--- src/rtl/pll_pkg.sv ---
// rtl/pll_pkg.sv - shared PLL supervisor state encoding and default timing
package pll_pkg;

  typedef enum logic [2:0] {
    HOLD      = 3'd0,
    WAIT_LOCK = 3'd1,
    STABLE    = 3'd2,
    RUN       = 3'd3,
    FAULT     = 3'd4
  } pll_state_t;

  // Defaults sized for the 12 MHz reference driving the 240 MHz PLL.
  localparam int PLL_RST_CYCLES    = 16;
  localparam int PLL_LOCK_TIMEOUT  = 4096;
  localparam int PLL_STABLE_CYCLES = 1024;
  localparam int PLL_MAX_RETRIES   = 4;
  localparam int PLL_CNT_W         = 16;

  // A cycle count N needs the counter to reach N-1, so N may equal 2**width.
  function automatic bit cycles_fit(input longint cycles, input int width);
    return (cycles >= 1) && (cycles <= (longint'(1) << width));
  endfunction

endpackage

--- src/rtl/sync_2ff.sv ---
// rtl/sync_2ff.sv - generic two-flop synchroniser, resets to zero
module sync_2ff #(
  parameter int WIDTH = 1
) (
  input  logic             clk,
  input  logic             rst,
  input  logic [WIDTH-1:0] d,
  output logic [WIDTH-1:0] q
);

  logic [WIDTH-1:0] meta;

  always_ff @(posedge clk or posedge rst) begin
    if (rst) begin
      meta <= '0;
      q    <= '0;
    end else begin
      meta <= d;
      q    <= meta;
    end
  end

endmodule

--- src/rtl/pll_lock_supervisor.sv ---
// rtl/pll_lock_supervisor.sv - sequences PLL RESETB, qualifies LOCK, gates the fast-domain reset
module pll_lock_supervisor
  import pll_pkg::*;
#(
  parameter int RST_CYCLES    = PLL_RST_CYCLES,
  parameter int LOCK_TIMEOUT  = PLL_LOCK_TIMEOUT,
  parameter int STABLE_CYCLES = PLL_STABLE_CYCLES,
  parameter int MAX_RETRIES   = PLL_MAX_RETRIES,
  parameter int CNT_W         = PLL_CNT_W
) (
  input  logic       clock_in,
  input  logic       reset,
  input  logic       locked,
  output logic       pll_resetb,
  output logic       ready,
  output logic       sys_reset,
  output logic [7:0] relock_count,
  output logic       fault
);

  localparam int RETRY_W = (MAX_RETRIES < 1) ? 1 : $clog2(MAX_RETRIES + 1);

  localparam logic [CNT_W-1:0]   RST_LAST     = CNT_W'(RST_CYCLES - 1);
  localparam logic [CNT_W-1:0]   TIMEOUT_LAST = CNT_W'(LOCK_TIMEOUT - 1);
  localparam logic [CNT_W-1:0]   STABLE_LAST  = CNT_W'(STABLE_CYCLES - 1);
  localparam logic [RETRY_W-1:0] RETRY_LIMIT  = RETRY_W'(MAX_RETRIES);

  if (!cycles_fit(RST_CYCLES, CNT_W)) begin : g_bad_rst_cycles
    $error("RST_CYCLES must be in 1..2**CNT_W");
  end
  if (!cycles_fit(LOCK_TIMEOUT, CNT_W)) begin : g_bad_lock_timeout
    $error("LOCK_TIMEOUT must be in 1..2**CNT_W");
  end
  if (!cycles_fit(STABLE_CYCLES, CNT_W)) begin : g_bad_stable_cycles
    $error("STABLE_CYCLES must be in 1..2**CNT_W");
  end
  if (MAX_RETRIES < 0) begin : g_bad_max_retries
    $error("MAX_RETRIES must be non-negative");
  end

  pll_state_t         state_q, state_d;
  logic [CNT_W-1:0]   count_q, count_d;
  logic [RETRY_W-1:0] retries_q, retries_d;
  logic [7:0]         relock_d;
  logic               lock_s;

  sync_2ff #(
    .WIDTH(1)
  ) u_lock_sync (
    .clk(clock_in),
    .rst(reset),
    .d  (locked),
    .q  (lock_s)
  );

  always_comb begin
    state_d   = state_q;
    count_d   = count_q;
    retries_d = retries_q;
    relock_d  = relock_count;

    case (state_q)
      HOLD: begin
        if (count_q == RST_LAST) begin
          state_d = WAIT_LOCK;
          count_d = '0;
        end else begin
          count_d = count_q + 1'b1;
        end
      end

      WAIT_LOCK: begin
        if (lock_s) begin
          state_d = STABLE;
          count_d = '0;
        end else if (count_q == TIMEOUT_LAST) begin
          count_d = '0;
          if (retries_q == RETRY_LIMIT) begin
            state_d = FAULT;
          end else begin
            retries_d = retries_q + 1'b1;
            state_d   = HOLD;
          end
        end else begin
          count_d = count_q + 1'b1;
        end
      end

      // A drop is checked first so it wins over a window that completes on the same cycle.
      STABLE: begin
        if (!lock_s) begin
          state_d = WAIT_LOCK;
          count_d = '0;
        end else if (count_q == STABLE_LAST) begin
          state_d   = RUN;
          count_d   = '0;
          retries_d = '0;
        end else begin
          count_d = count_q + 1'b1;
        end
      end

      RUN: begin
        if (!lock_s) begin
          state_d = HOLD;
          count_d = '0;
          if (relock_count != 8'hFF) begin
            relock_d = relock_count + 1'b1;
          end
        end
      end

      FAULT: begin
        state_d = FAULT;
      end

      default: begin
        state_d = HOLD;
        count_d = '0;
      end
    endcase
  end

  // Outputs are decoded from the next state so they line up with the state register.
  always_ff @(posedge clock_in or posedge reset) begin
    if (reset) begin
      state_q      <= HOLD;
      count_q      <= '0;
      retries_q    <= '0;
      relock_count <= 8'd0;
      pll_resetb   <= 1'b0;
      ready        <= 1'b0;
      sys_reset    <= 1'b1;
      fault        <= 1'b0;
    end else begin
      state_q      <= state_d;
      count_q      <= count_d;
      retries_q    <= retries_d;
      relock_count <= relock_d;
      pll_resetb   <= (state_d == WAIT_LOCK) || (state_d == STABLE) || (state_d == RUN);
      ready        <= (state_d == RUN);
      sys_reset    <= (state_d != RUN);
      fault        <= (state_d == FAULT);
    end
  end

endmodule

--- config.mk ---
export PLATFORM = sky130hd
export DESIGN_NAME = pll_lock_supervisor
export DESIGN_NICKNAME = d
export VERILOG_FILES = /design/src/rtl/pll_pkg.sv /design/src/rtl/sync_2ff.sv /design/src/rtl/pll_lock_supervisor.sv
export SDC_FILE = /design/constraint.sdc
export NUM_CORES = 1
export LEC_CHECK = 0
export CAP_MARGIN = 20
export CORE_MARGIN = 2
export CORE_UTILIZATION = 51
export DETAILED_ROUTE_END_ITERATION = 8
export PLACE_DENSITY = 0.74
export SLEW_MARGIN = 20
export SYNTH_ARGS = -nofsm -noshare
export SYNTH_HDL_FRONTEND = slang
export SYNTH_SLANG_ARGS = --single-unit
--- constraint.sdc ---
create_clock -name clock_in -period 2.26 [get_ports clock_in]
set_input_delay 0.452 -clock clock_in [delete_from_list [all_inputs] [get_ports clock_in]]
set_output_delay 0.452 -clock clock_in [all_outputs]
set_load 0.02 [all_outputs]
Yosys cells after proc, flatten, opt, wreduce, memory -nomap -nowiden
Cells that the tools add are included.
- add/sub/neg operators: 3
- eq/ne operators: 20
- mux-type cells: 21
- bitwise operators: 2
- reductions and logical operators: 7
- operators with widths (cell ; count):
    $mux 16 ; 6
    $pmux 16 s5 ; 1
    $mux 3 ; 12
    $add 16x1->16 const B ; 1
    $eq 16x10->1 const B ; 1
    $eq 16x12->1 const B ; 1
    $eq 16x4->1 const B ; 1
    $pmux 3 s5 ; 1
    $eq 3x2->1 const B ; 4
    $ne 2x2->1 const B ; 5
    $eq 3x3->1 const B ; 3
    $add 8x1->8 const B ; 1
    $ne 8x8->1 const B ; 1
    $eq 3x1->1 const B ; 2
    $pmux 3 s2 ; 1
    $reduce_and 6->1 ; 1
    $add 3x1->3 const B ; 1
    $logic_not 3->1 ; 1
    $ne 3x2->1 const B ; 1
    $reduce_and 3->1 ; 1
    $logic_or 1x1->1 ; 2
    $ne 2x1->1 const B ; 1
    $not 1->1 ; 2
    $reduce_and 2->1 ; 1
    $reduce_bool 2->1 ; 1
- bits in registers: 36
- input port bits: 3
- output and inout bits: 12

Depth between registers and ports, before layout
- depth after elaboration: 8
- depth in mapped cells: 7
- depth with buffers taken out: 6

Hierarchy
Synthesis repeated with hierarchy kept, for this count alone.
- cells, all modules: 177
- area, all modules: 1810.5 µm²
- by module, submodules not included (module ; times used ; cells an instance ; area an instance (µm²)):
    pll_lock_supervisor ; 1 ; 174 ; 1756.7
    sync_2ff ; 1 ; 3 ; 53.8

Least setup slack after synthesis
OpenSTA, ideal clock, no wires.
- path kind: reg2reg
- from: reg count_q[14]
- to: reg count_q[2]
- library setup time: 0.122 ns
- arrival time: 2.081 ns
- required time: 2.138 ns
- path slack: 0.057 ns
- cell stages (with the launch flop): 7
- path buffers: 1
- path through: dfrtp_1 > or4_4 > or4_4 > nor2b_1 > and4b_2 > buf_6 > nor3_1
- cells in the longest elaborated chain, start to end: 4
- elaborated cells on any way between the ends: 9
- RTL lines (what ; line ; RTL):
    start, declared ; pll_lock_supervisor.sv:42 ; logic [CNT_W-1:0] count_q, count_d;
    start signal, assigned ; pll_lock_supervisor.sv:137 ; count_q <= count_d;
    $eq 16x10->1 or $eq 16x12->1 (tied branches) ; pll_lock_supervisor.sv:94, pll_lock_supervisor.sv:76 ;
    $mux 16, on equally long branches ; pll_lock_supervisor.sv:94, pll_lock_supervisor.sv:76 ;
    $mux 16, on equally long branches ; pll_lock_supervisor.sv:91, pll_lock_supervisor.sv:73 ;
    $pmux 16 s5 (*) ; pll_lock_supervisor.sv:62 ; case (state_q)
Every way passes the cells marked *; elsewhere a longest branch is shown, timed or not.
A chain may end at the register's enable or synchronous reset.

Worst setup path in the final report
- from: reg count_q[5]
- to: reg count_q[0]
Same word-level chain as after synthesis.

==> results by group <==
Setup path
  • Critical path buffer and inverter count: 0
  • Worst Setup End Kind: register
  • Critical path required time: 2.50 ns
  • CP max stage delay: 0.54 ns
  • CP max-delay cell: or4_4
  • CP Launch Type: register
  • Worst r2r src: count_q[5]
  • R2r endpoint: count_q[0]
  • Critical Path Start: count_q[5]
  • Depth of the worst register-to-register path: 5
  • Reg2reg setup slack: about 0.06 ns
  • CP max FO: 5
  • Worst endpoint data arrival time: between 2 and 2.5 ns
  • CP cell instances: or4bb_1, or4_4, nor2b_4, nand3b_1, mux2_2
  • CP top delay family: simple AND/OR/NAND/NOR gates
  • WS Path Type: register to register

Clock network
  • TritonCTS clock tree: done
  • CTS Root Cell: clkbuf_4
  • Num CTS Buffers: 5
  • CTS max path bufs: 2
  • Htree depth: 2
  • CTS sink cnt: 36
  • Clock-pin slew on the worst setup and hold paths: around 0.1 ns
  • Clock latency on the worst-skew pair: around 0.35 ns

Power
  • Seq pwr share: 0.473
  • Pwr Density: approximately 800 mW/mm2
  • Int Pwr: 1.16 mW
  • Comb power frac: 0.312
  • Max VDD drop: 0.486 mV
  • Switching power: 0.608 mW
  • Clock power frac: 0.215
  • Total power: 1.76 mW
  • Switching portion of total power: 0.345
  • Leak: 1.03 nW

Logic synthesis
  • Synthesized instance count: 175
  • Mean Syn Cell Area: 10.3 um2
  • Mapped Nets: ~180
  • Yosys warns: 0
  • Async SR Flop Fraction: 1.00
  • Register area share after synthesis: 0.501
  • Distinct cells, synth: 39
  • EDFF count, synth: 0
  • Synthesis-stage register bit count: 36
  • Synthesized cell area: 0.00180 mm2
  • Main synth FF type: dfrtp_1

Route
  • WL met3: 193 um
  • Vias: 1478
  • Drt pass-1 iters: 4
  • Wire length on met1: 1560 um
  • Post-DRT Antenna Nets: 0
  • DR iter-0 viols: 81
  • Met2 routed WL: 1960 um
  • Vias per inst: ~5.8
  • Highest Signal Layer: met4
  • Wire per inst: between 10 and 15 um
  • Final wirelength: 3750 um
  • DRC Markers: 0

Hold path
  • Worst hold stages: 0
  • WHS Endpoint: u_lock_sync.q
  • Worst hold path type: register to register
  • Hold_sp: u_lock_sync.meta

Finish
  • Most frequent cells in the layout: dfrtp_1, nor2_1, buf_4
  • Nets: 215
  • Diodes inserted: 0
  • Finished Layout Cells: 254
  • Fraction of layout cells with a size suffix above 1: 0.188
  • Reg area: 903 um2
  • Most common library cell in the layout ignoring fill and taps: dfrtp_1
  • Final core utilization: 0.656
  • Fillers: approximately 300
  • Area growth from synthesis to layout: 22.4%
  • Multi-input logic area: between 800 and 900 um2

STA
  • RSZ-0062 raised after global routing: yes
  • Setup slack after layout: 0.0599 ns
  • Skew final: 0.00620 ns
  • Min Clock Period, post-route: 2.20 ns
  • Final Setup Violations: 0
  • Maximum clock frequency: 455 MHz
  • Final hold violation count: 0
  • Final Hold Slack: 0.358 ns
  • Period utilisation layout: 0.973
  • Slew margin rel.: 0.659
  • Actual slew at the worst max-slew pin: around 0.51 ns
  • Slew Limit Fails: 0

Placed design
  • Post-detail-place hpwl: 2500 um
  • Placed Cells incl. Taps: about 240
  • Number of port buffers: 14
  • Post-Place Worst Slack: -0.0500 ns
  • Placer Congestion: 0.824

Global route
  • GRT Total Usage: 0.209
  • Vias in the first global route: around 1400
  • Antenna violations before repair: 0
  • Grt ovf: 0
  • Global-route wire length before repair: 6550 um
  • Largest net degree at the start of global routing: 37

Run
  • Max Cap Viol: 0

Die
  • Rows: 21
  • Initial Util: 0.536
  • Chip width: 63.4 um
  • Io pins: 15
  • Die ar.: 0.00402 mm2
  • Core Region: 0.00336 mm2
  • Die height: 63.4 um

Outcome
  • Run status: finished, final reports clean
-- metrics by stage --
stage | TNS [ns] | area, um2
after CTS | -0.00407 | 2160
after floorplan | 0 | 1800
final | 0 | 2210
after detailed placement | -0.509 | 2080
after global placement | -0.0439 | 2080
after global routing | -0.0272 | 2210
-- layout make-up --
cell class	instances	area share
sequential	36	0.410
multi-input combinational	129	0.407
timing repair buffer	30	0.118
clock buffer	7	0.0295
tap	46	0.0261
inverter	6	0.0102
-- logic make-up after synthesis --
kind of cell	count (synthesis)	share of synthesized area
AO/OA/AOI/OAI	19	0.0701
XOR/XNOR	17	0.0826
adder cells (fa/ha/maj)	4	0.0278
buffers and inverters	11	0.0271
flip-flops	36	0.501
multiplexers	3	0.0181
AND/OR/NAND/NOR	85	0.274
-- registers in the layout, indices dropped and copies added (netlist names) --
name and cells:
sys_reset 1, relock_count 8, u_lock_sync.q 1, u_lock_sync.meta 1
pll_resetb 1, retries_q 3, count_q 16, fault 1
ready 1, state_q 3
-- worst max path at each step --
stage	endpoint	cells past startpoint
2_1_floorplan	count_q[2]	6
3_3_place_gp	count_q[4]	5
3_5_place_dp	count_q[4]	5
4_1_cts	count_q[0]	5
5_1_grt	count_q[0]	5
6_report	count_q[0]	5
-- synth_stat cells (all sizes together) (2+ instances only) --
master	n	area, um2
a21oi	3	15.0
nand4	12	75.1
nand3	7	35.0
dfrtp	35	876
and4b	2	21.3
mux2	2	22.5
o21ai	5	25.0
ha	4	50.1
nor2b	5	31.3
and4	3	26.3
nor4	2	12.5
nand2	8	30.0
and3	5	31.3
a22o	3	26.3
or4	6	52.6
a31o	2	17.5
xnor2	7	61.3
nand2b	4	25.0
inv	6	22.5
nor2	17	66.3
xor2	10	87.6
o211ai	2	15.0
nor3	8	40.0
clkbuf	4	15.0
nor3b	2	15.0
-- timing repair --
item / 4_1_cts / 5_1_grt
setup buffers: 0 / 2
hold buffers: 0 / 0
endpoints found under the setup margin: 14 / 19
cloned: 1 / 0
pin swaps: 0 / 3
gates resized for setup: 1 / 9
-- power by group through the flow --
stage	combinational (mW)	clock, mW	sequential [mW]
5_1_grt	0.608	0.417	0.846
4_1_cts	0.540	0.387	0.830
2_1_floorplan	0.345	0	0.844
3_5_place_dp	0.494	0	0.842
6_report	0.550	0.379	0.834
3_3_place_gp	0.474	0	0.837
-- layer usage --
metal | global-route usage | vias to the layer above
met5 | 0 | -
met4 | 0.101 | 0
met3 | 0.0429 | 4
met2 | 0.350 | 40
met1 | 0.257 | 729
li1 | - | 705
Note: power is estimated with default switching activity, not from simulation.
